<file path="config.mk">
export PLATFORM = sky130hd
export DESIGN_NAME = icache_direct_flat
export DESIGN_NICKNAME = d
export VERILOG_FILES = /design/src/rtl/icache_direct_pkg.sv /design/src/rtl/icache_direct_if.sv /design/src/rtl/icache_direct_line_array.sv /design/src/rtl/icache_direct.sv /design/src/flat_wrapper.sv
export SDC_FILE = /design/constraint.sdc
export NUM_CORES = 2
export LEC_CHECK = 0
export CORE_ASPECT_RATIO = 1.4
export CORE_MARGIN = 3
export CORE_UTILIZATION = 44
export DETAILED_ROUTE_END_ITERATION = 10
export PLACE_DENSITY = 0.68
export SYNTH_ARGS = -nofsm -noshare
export SYNTH_HDL_FRONTEND = slang
export SYNTH_SLANG_ARGS = --single-unit
</file>
<file path="constraint.sdc">
create_clock -name clk -period 3.95 [get_ports clk]
set_clock_uncertainty 0.1 [all_clocks]
set_input_delay 0.395 -clock clk [delete_from_list [all_inputs] [get_ports clk]]
set_output_delay 0.395 -clock clk [all_outputs]
set_load 0.02 [all_outputs]
</file>
<file path="src/rtl/icache_direct_pkg.sv">
// Shared definitions for the direct-mapped instruction cache.
// Contents: FSM state encoding, line/word geometry, address field positions
// and a word-select helper used by the top.
package icache_direct_pkg;

    typedef enum logic [0:0] {
        StIdle  = 1'b0,  // compare incoming fetch against the array
        StAlloc = 1'b1   // line fill outstanding on the memory side
    } state_e;

    localparam int unsigned LINE_W         = 128;
    localparam int unsigned WORDS_PER_LINE = 4;
    localparam int unsigned WORD_W         = 32;

    // Core addresses are word addresses [31:2]; memory addresses are line addresses [31:4].
    localparam int unsigned PROC_ADDR_W = 30;
    localparam int unsigned MEM_ADDR_W  = 28;
    // Word-within-line offset occupies the low bits of the word address.
    localparam int unsigned OFFSET_W    = 2;

    // Pick word 'off' out of a line; word w lives at bits [32w+31:32w].
    function automatic logic [WORD_W-1:0] get_word(input logic [LINE_W-1:0] line,
                                                   input logic [OFFSET_W-1:0] off);
        return line[off*WORD_W +: WORD_W];
    endfunction

endpackage

</file>
<file path="src/rtl/icache_direct_if.sv">
// Bus bundle for icache_direct: core fetch port plus memory line-fill port.
// slave  : the cache's view (takes core requests, drives memory requests).
// master : the environment's view (core + memory model).
interface icache_direct_if;
    import icache_direct_pkg::*;

    // Core side
    logic                   proc_read;
    logic [PROC_ADDR_W-1:0] proc_addr;
    logic [WORD_W-1:0]      proc_rdata;
    logic                   proc_stall;
    // Memory side
    logic                   mem_read;
    logic [MEM_ADDR_W-1:0]  mem_addr;
    logic [LINE_W-1:0]      mem_rdata;
    logic                   mem_ready;

    modport slave (
        input  proc_read, proc_addr, mem_rdata, mem_ready,
        output proc_rdata, proc_stall, mem_read, mem_addr
    );

    modport master (
        output proc_read, proc_addr, mem_rdata, mem_ready,
        input  proc_rdata, proc_stall, mem_read, mem_addr
    );

endinterface

</file>
<file path="src/rtl/icache_direct_line_array.sv">
// icache_line_array: per-line valid/tag/data storage for the direct-mapped cache.
// Ports:
//   clk, rst_n          clock, async active-low reset (clears every register)
//   we, widx, wtag,     single write port: sets valid and loads tag/data at widx
//   wdata
//   ridx                combinational read index
//   rvalid, rtag, rdata read data for ridx
module icache_line_array #(
    parameter int unsigned INDEX_W = 3,
    parameter int unsigned TAG_W   = 25,
    parameter int unsigned LINE_W  = 128
) (
    input  logic               clk,
    input  logic               rst_n,
    input  logic               we,
    input  logic [INDEX_W-1:0] widx,
    input  logic [TAG_W-1:0]   wtag,
    input  logic [LINE_W-1:0]  wdata,
    input  logic [INDEX_W-1:0] ridx,
    output logic               rvalid,
    output logic [TAG_W-1:0]   rtag,
    output logic [LINE_W-1:0]  rdata
);

    localparam int unsigned LINES = 1 << INDEX_W;

    logic [LINES-1:0]             valid_q, valid_d;
    logic [LINES-1:0][TAG_W-1:0]  tag_q, tag_d;
    logic [LINES-1:0][LINE_W-1:0] data_q, data_d;

    always_comb begin
        valid_d = valid_q;
        tag_d   = tag_q;
        data_d  = data_q;
        if (we) begin
            valid_d[widx] = 1'b1;
            tag_d[widx]   = wtag;
            data_d[widx]  = wdata;
        end
    end

    always_ff @(posedge clk or negedge rst_n) begin
        if (!rst_n) begin
            valid_q <= '0;
            tag_q   <= '0;
            data_q  <= '0;
        end else begin
            valid_q <= valid_d;
            tag_q   <= tag_d;
            data_q  <= data_d;
        end
    end

    assign rvalid = valid_q[ridx];
    assign rtag   = tag_q[ridx];
    assign rdata  = data_q[ridx];

endmodule

</file>
<file path="src/rtl/icache_direct.sv">
// icache_direct: direct-mapped, read-only instruction cache between the core fetch
// port and slow instruction memory. 1-cycle fetch on hit; a miss fetches a whole
// 4-word line over a req/ready handshake.
// Ports:
//   clk, rst_n          clock, async active-low reset
//   bus (slave)         core fetch port + memory line-fill port
//   hit_cnt, miss_cnt   saturating performance counters
module icache_direct
    import icache_direct_pkg::*;
#(
    parameter int unsigned INDEX_W = 3,
    parameter int unsigned CNT_W   = 32
) (
    input  logic             clk,
    input  logic             rst_n,
    icache_direct_if.slave   bus,
    output logic [CNT_W-1:0] hit_cnt,
    output logic [CNT_W-1:0] miss_cnt
);

    localparam int unsigned TAG_W = PROC_ADDR_W - OFFSET_W - INDEX_W;
    localparam logic [CNT_W-1:0] CNT_ONE = CNT_W'(1);

    state_e                state_q, state_d;
    logic                  mem_read_q, mem_read_d;
    logic [MEM_ADDR_W-1:0] mem_addr_q, mem_addr_d;
    logic [CNT_W-1:0]      hit_cnt_q, hit_cnt_d;
    logic [CNT_W-1:0]      miss_cnt_q, miss_cnt_d;

    logic [OFFSET_W-1:0] req_off;
    logic [INDEX_W-1:0]  req_idx;
    logic [TAG_W-1:0]    req_tag;
    logic                line_valid;
    logic [TAG_W-1:0]    line_tag;
    logic [LINE_W-1:0]   line_data;
    logic                fill_we;
    logic                hit;

    assign req_off = bus.proc_addr[OFFSET_W-1:0];
    assign req_idx = bus.proc_addr[OFFSET_W +: INDEX_W];
    assign req_tag = bus.proc_addr[PROC_ADDR_W-1 -: TAG_W];

    // The fill writes from the latched line address, never from the live core address.
    icache_line_array #(
        .INDEX_W (INDEX_W),
        .TAG_W   (TAG_W),
        .LINE_W  (LINE_W)
    ) u_lines (
        .clk    (clk),
        .rst_n  (rst_n),
        .we     (fill_we),
        .widx   (mem_addr_q[INDEX_W-1:0]),
        .wtag   (mem_addr_q[MEM_ADDR_W-1 -: TAG_W]),
        .wdata  (bus.mem_rdata),
        .ridx   (req_idx),
        .rvalid (line_valid),
        .rtag   (line_tag),
        .rdata  (line_data)
    );

    // Hit is only meaningful while comparing; during a fill the core is always stalled.
    assign hit = (state_q == StIdle) && line_valid && (line_tag == req_tag);

    always_comb begin
        state_d    = state_q;
        mem_read_d = mem_read_q;
        mem_addr_d = mem_addr_q;
        hit_cnt_d  = hit_cnt_q;
        miss_cnt_d = miss_cnt_q;
        fill_we    = 1'b0;

        unique case (state_q)
            StIdle: begin
                if (bus.proc_read) begin
                    if (hit) begin
                        if (hit_cnt_q != '1) hit_cnt_d = hit_cnt_q + CNT_ONE;
                    end else begin
                        state_d    = StAlloc;
                        mem_read_d = 1'b1;
                        mem_addr_d = bus.proc_addr[PROC_ADDR_W-1:OFFSET_W];
                        if (miss_cnt_q != '1) miss_cnt_d = miss_cnt_q + CNT_ONE;
                    end
                end
            end
            StAlloc: begin
                if (bus.mem_ready) begin
                    fill_we    = 1'b1;
                    mem_read_d = 1'b0;
                    state_d    = StIdle;
                end
            end
            default: state_d = StIdle;
        endcase
    end

    always_ff @(posedge clk or negedge rst_n) begin
        if (!rst_n) begin
            state_q    <= StIdle;
            mem_read_q <= 1'b0;
            mem_addr_q <= '0;
            hit_cnt_q  <= '0;
            miss_cnt_q <= '0;
        end else begin
            state_q    <= state_d;
            mem_read_q <= mem_read_d;
            mem_addr_q <= mem_addr_d;
            hit_cnt_q  <= hit_cnt_d;
            miss_cnt_q <= miss_cnt_d;
        end
    end

    always_comb begin
        bus.proc_stall = (state_q == StAlloc) ? 1'b1 : (bus.proc_read & ~hit);
        bus.proc_rdata = hit ? get_word(line_data, req_off) : '0;
    end

    assign bus.mem_read = mem_read_q;
    assign bus.mem_addr = mem_addr_q;
    assign hit_cnt      = hit_cnt_q;
    assign miss_cnt     = miss_cnt_q;

endmodule

</file>
<file path="src/flat_wrapper.sv">
// flat-port wrapper written by rule: the top's interface ports become plain ports
module icache_direct_flat import icache_direct_pkg::*;
#(
    parameter int unsigned INDEX_W = 3,
    parameter int unsigned CNT_W   = 32
)
  (clk, rst_n, hit_cnt, miss_cnt, bus_proc_read, bus_proc_addr, bus_mem_rdata, bus_mem_ready, bus_proc_rdata, bus_proc_stall, bus_mem_read, bus_mem_addr);
  icache_direct_if bus_i ();
  input  logic clk;
  input  logic rst_n;
  output logic [CNT_W-1:0] hit_cnt;
  output logic [CNT_W-1:0] miss_cnt;
  input wire logic [$bits(bus_i.proc_read)-1:0] bus_proc_read;
  input wire logic [$bits(bus_i.proc_addr)-1:0] bus_proc_addr;
  input wire logic [$bits(bus_i.mem_rdata)-1:0] bus_mem_rdata;
  input wire logic [$bits(bus_i.mem_ready)-1:0] bus_mem_ready;
  output wire logic [$bits(bus_i.proc_rdata)-1:0] bus_proc_rdata;
  output wire logic [$bits(bus_i.proc_stall)-1:0] bus_proc_stall;
  output wire logic [$bits(bus_i.mem_read)-1:0] bus_mem_read;
  output wire logic [$bits(bus_i.mem_addr)-1:0] bus_mem_addr;
  assign bus_i.proc_read = bus_proc_read;
  assign bus_i.proc_addr = bus_proc_addr;
  assign bus_i.mem_rdata = bus_mem_rdata;
  assign bus_i.mem_ready = bus_mem_ready;
  assign bus_proc_rdata = bus_i.proc_rdata;
  assign bus_proc_stall = bus_i.proc_stall;
  assign bus_mem_read = bus_i.mem_read;
  assign bus_mem_addr = bus_i.mem_addr;
  icache_direct #(.INDEX_W(INDEX_W), .CNT_W(CNT_W)) u_core (.clk(clk), .rst_n(rst_n), .bus(bus_i), .hit_cnt(hit_cnt), .miss_cnt(miss_cnt));
endmodule
</file>
==> tab_implementation.tex <==
\begin{tabular}{lr}
\hline
Metric & Value \\
\hline
\multicolumn{2}{l}{\textbf{Finish}} \\
\quad Most common cell after layout, fill and taps aside & dfrtp\_1 \\
\quad Layout cell share with drive strength beyond 1 & 0.505 \\
\quad Reg area & 33,200 µm² \\
\quad Commonest cells after routing, fill and taps aside & dfrtp\_1, mux2\_2, mux4\_2, clkdlybuf4s50\_1, clkbuf\_16 \\
\quad Nets & about 4,100 \\
\quad Multi-input logic area & $\sim$25,000 µm² \\
\quad Number of fill cells in the layout & between 10,000 and 15,000 \\
\quad Relative area change from synthesis to final layout & 18.4\% \\
\multicolumn{2}{l}{\textbf{Worst setup path}} \\
\quad Cell depth of the worst flop-to-flop path & 11 \\
\quad Stage delay of the slowest cell on the critical path & approximately 460 ps \\
\quad Startpoint types & register \\
\quad Critical Path AT & approximately 3400 ps \\
\quad Crit Path Category & reg -> out \\
\quad Endpoint type of the worst setup path & output pin \\
\quad Data required time at the worst endpoint & $\sim$3500 ps \\
\quad CP dominant cell by count & buf\_6 \\
\quad Slowest cell on crit path & mux4\_2 \\
\quad Number of logic stages on the critical path including buffering & 11 \\
\quad Critical Path Fanout Max & 31 \\
\quad Top Family by Delay on Critical Path & simple AND/OR/NAND/NOR gates \\
\quad Cells along the critical path & mux4\_2 -> mux2i\_1 -> xor2\_1 -> buf\_4 -> nand4\_1 -> nor3\_2 -> nand3\_2 -> buf\_12 -> buf\_6 -> nor2\_4 -> buf\_6 \\
\quad Number of buffers and inverters on the critical path & 4 \\
\multicolumn{2}{l}{\textbf{Power}} \\
\quad VDD IR-drop max & about 0.46 mV \\
\quad Switching fraction of total power & 0.267 \\
\quad Switching component of the power & between 0.01 and 0.015 W \\
\quad Part of the power in combinational logic & 0.262 \\
\quad Part of the total power dissipated in sequential elements & 0.471 \\
\quad Clock network power share & 0.267 \\
\quad Total power after layout & around 0.049 W \\
\quad Leakage component of the power & 29.9 nW \\
\quad Internal power of the cells & around 0.036 W \\
\quad Pwr Density & between 700 and 800 nW/µm² \\
\multicolumn{2}{l}{\textbf{Flow run}} \\
\quad Max-Cap Viols & 0 \\
\multicolumn{2}{l}{\textbf{Floorplan}} \\
\quad Effective utilization at floorplan & 0.446 \\
\quad Count of standard-cell rows & 158 \\
\quad Core area & about 130,000 µm² \\
\quad Die width & between 300 and 400 µm \\
\quad Die outline height & 441 µm \\
\quad Die Area & 140,000 µm² \\
\quad Boundary Pins & between 200 and 300 \\
\multicolumn{2}{l}{\textbf{Timing}} \\
\quad Tightest slew margin relative to the limit & 0.361 \\
\quad Count of endpoints failing hold in the final timing report & 0 \\
\quad Achievable frequency & 0.255 GHz \\
\quad Final critical-path share of the clock period & 0.991 \\
\quad Crit path time final & a little under 4000 ps \\
\quad RSZ-0062 raised after global routing & true \\
\quad Final Slew Violations & 0 \\
\quad Final Setup Violations & 0 \\
\quad Worst-margin pin slew & 959 ps \\
\quad Crit path setup slack, layout & about 34 ps \\
\multicolumn{2}{l}{\textbf{Detailed routing}} \\
\quad Count of TritonRoute iterations in the first routing pass & 5 \\
\quad Initial drt markers & about 2,200 \\
\quad DRC violations left & 0 \\
\quad Final wirelength & between 150,000 and 200,000 µm \\
\quad WL per Instance & approximately 26 µm \\
\quad Number of nets still failing antenna checks after routing & 0 \\
\quad Number of vias per cell after detailed routing & 5.74 \\
\quad Via total after detailed routing & around 34,000 \\
\multicolumn{2}{l}{\textbf{Place}} \\
\quad Post-Place Worst Slack & -211 ps \\
\quad Port buffer count & 287 \\
\quad Final weighted congestion in routability-driven placement & a little over 0.8 \\
\quad Total half-perimeter wirelength after legalization and detailed placement & $\sim$97,000 µm \\
\multicolumn{2}{l}{\textbf{Clocking}} \\
\quad Worst-Skew Late Latency & between 700 and 800 ps \\
\quad Cell at the root of the clock tree & clkbuf\_16 \\
\quad Clock net sink count & between 1,000 and 1,500 \\
\quad Level count of the clock H-tree & 4 \\
\quad CTS clk-pin slew, worst paths & 60 ps \\
\quad Number of buffers added by the clock tree synthesis step & 136 \\
\quad Clock tree from TritonCTS & built \\
\quad Clk buf depth & 3 \\
\multicolumn{2}{l}{\textbf{Synth}} \\
\quad Count of cell types in the netlist & between 50 and 60 \\
\quad Part of the Yosys area used for sequential elements & 0.558 \\
\quad Syn Area/Cell & between 15 and 20 µm² \\
\quad Number of enable flip-flop cells after synthesis & 0 \\
\quad Proportion of register bits with asynchronous set or reset after synthesis & 1.00 \\
\quad Synth Instances & between 3,000 and 4,000 \\
\quad Net count after synthesis & around 3,800 \\
\quad Dominant register cell in the synthesized netlist & dfrtp\_1 \\
\quad Register bit total from synthesis & 1,326 \\
\quad Synthesis warning total & 0 \\
\quad Synthesized area & 59,400 µm² \\
\multicolumn{2}{l}{\textbf{Global routing}} \\
\quad Antenna violations before repair & 45 \\
\quad Maximum number of pins on one net before global-route repair & around 130 \\
\quad Via count of the first global-routing pass & 36,300 \\
\quad Global-route wire length before repair & $\sim$230,000 µm \\
\quad Global routing usage summed across all routing layers & 0.222 \\
\quad Remaining global-route overflow & 0 \\
\multicolumn{2}{l}{\textbf{Min path}} \\
\quad Depth of the worst hold-timing path & 2 \\
\quad Worst min-delay path class & in -> reg \\
\multicolumn{2}{l}{\textbf{Outcome}} \\
\quad Run status & complete, no violations \\
\hline
\end{tabular}
==> state kept, by name (all words and copies together) (netlist names) <==
name	flops
u_core.hit_cnt	32
u_core.state_q	1
u_core.bus.mem_read	1
u_core.u_lines.valid_q	8
u_core.u_lines.tag_q	200
u_core.u_lines.data_q	1024
u_core.bus.mem_addr	28
u_core.miss_cnt	32
==> worst reg2reg max path, cell delays in order, from the launching register on <==
cell	delay [ps]
dfrtp_1	380
mux4_2	460
mux2i_1	170
xor2_1	170
buf_4	170
nand4_1	220
nor3_2	270
nand3_2	150
buf_12	200
buf_4	220
nor4_1	410
xor2_1	120
==> cell usage after synthesis, types with 2 or more instances <==
cell | count | area, µm²
or2_2 | 7 | 43.8
mux4_2 | 348 | 7840
xnor2_1 | 35 | 307
buf_2 | 41 | 205
nand2b_1 | 8 | 50.1
nor4_1 | 4 | 25.0
clkbuf_1 | 176 | 661
buf_1 | 10 | 37.5
buf_6 | 4 | 45.0
or3_1 | 4 | 25.0
o211ai_1 | 2 | 15.0
nand4_1 | 22 | 138
mux2_2 | 1258 | 14200
and2_1 | 8 | 50.1
o21a_1 | 2 | 15.0
a22o_1 | 4 | 35.0
nor3_2 | 3 | 30.0
nand2_1 | 20 | 75.1
a21o_1 | 2 | 15.0
nor2_1 | 67 | 251
nand3b_1 | 2 | 15.0
o21ai_0 | 2 | 10.0
nor2b_1 | 5 | 31.3
and3_1 | 32 | 200
mux2i_1 | 90 | 901
nand3_1 | 36 | 180
a22oi_1 | 17 | 128
dfrtp_1 | 1326 | 33200
xor2_1 | 42 | 368
a21oi_1 | 7 | 35.0
ha_1 | 2 | 25.0
inv_1 | 5 | 18.8
nor3_1 | 10 | 50.1
and4_1 | 3 | 26.3
buf_4 | 7 | 52.6
a21boi_0 | 2 | 15.0
==> routing by layer <==
layer / track usage / up-vias / wire length [µm]
met5: 0 / - / 183
met4: 0.0726 / 28 / 4620
met3: 0.0569 / 241 / 9230
met2: 0.360 / 736 / 73400
met1: 0.291 / 18300 / 64200
li1: - / 14400 / -
==> logic make-up (layout without fill, tap and decap cells) <==
logic type                 after synthesis  in the layout  share of synthesized area
buffers and inverters                  243            696                     0.0172
muxes                                 1696           1696                      0.385
and+or+nand+nor                        239            239                     0.0216
xor gates and xnor gates                77             77                     0.0113
AOI/OAI and AO/OA                       46             46                    0.00571
adders and majority gates                2              2                   0.000421
DFF                                   1326           1326                      0.558
other                                    0             20                          0
==> worst paths after layout <==
check	startpoint	endpoint	slack [ps]
worst max-delay path	u_core.u_lines.tag_q[198]$_DFFE_PN0P_	bus_proc_rdata[26]	30
worst min-delay path	bus_mem_ready	u_core.bus.mem_read$_DFFE_PN0P_	200
worst max register to register	u_core.u_lines.tag_q[198]$_DFFE_PN0P_	u_core.hit_cnt[20]$_DFFE_PN0P_	770
worst min register to register	u_core.u_lines.valid_q[1]$_DFFE_PN0P_	u_core.u_lines.valid_q[1]$_DFFE_PN0P_	360
max in group asynchronous	rst_n	u_core.u_lines.data_q[270]$_DFFE_PN0P_	2390
min in group asynchronous	rst_n	u_core.u_lines.tag_q[137]$_DFFE_PN0P_	250
==> cell type report <==
type,instances,share of cell area
flip-flops and latches,1326,0.472
multi-input cells,2060,0.360
repair buffers,449,0.0703
clock buffers,195,0.0574
well taps,1760,0.0313
clock inverters,47,0.00781
diodes,20,0.000711
inverters,5,0.000267
==> power by group through the flow <==
stage / clock network [W] / registers, W / logic (W)
5_1_grt: 0.0140 / 0.0240 / 0.0139
6_report: 0.0132 / 0.0232 / 0.0129
3_3_place_gp: 0 / 0.0231 / 0.0127
3_5_place_dp: 0 / 0.0234 / 0.0130
4_1_cts: 0.0135 / 0.0232 / 0.0131
2_1_floorplan: 0 / 0.0223 / 0.00977
==> repair_timing <==
| item | in CTS | in global routing |
|---|---|---|
| cloned | 0 | 0 |
| resized for setup | 108 | 7 |
| setup buffers | 1 | 0 |
| pin swaps | 2 | 4 |
| hold buffers | 1 | 0 |
| endpoints found under the setup margin | 29 | 32 |
| hold endpoints to repair | 104 | 0 |
==> through the flow <==
step                 util  instances  setup TNS (ps)  hold slack (ps)  instance area [µm²]
floorplan               -       3629               0           -0.591                59400
global placement    0.493       5598            -536              345                65700
detailed placement  0.493       5598            -522              350                65700
CTS                 0.527       5842            -420              129                70300
global route        0.528       5846            -504              191                70300
finish              0.528       5862               0              197                70300
Power figures use the tool's default switching activity.
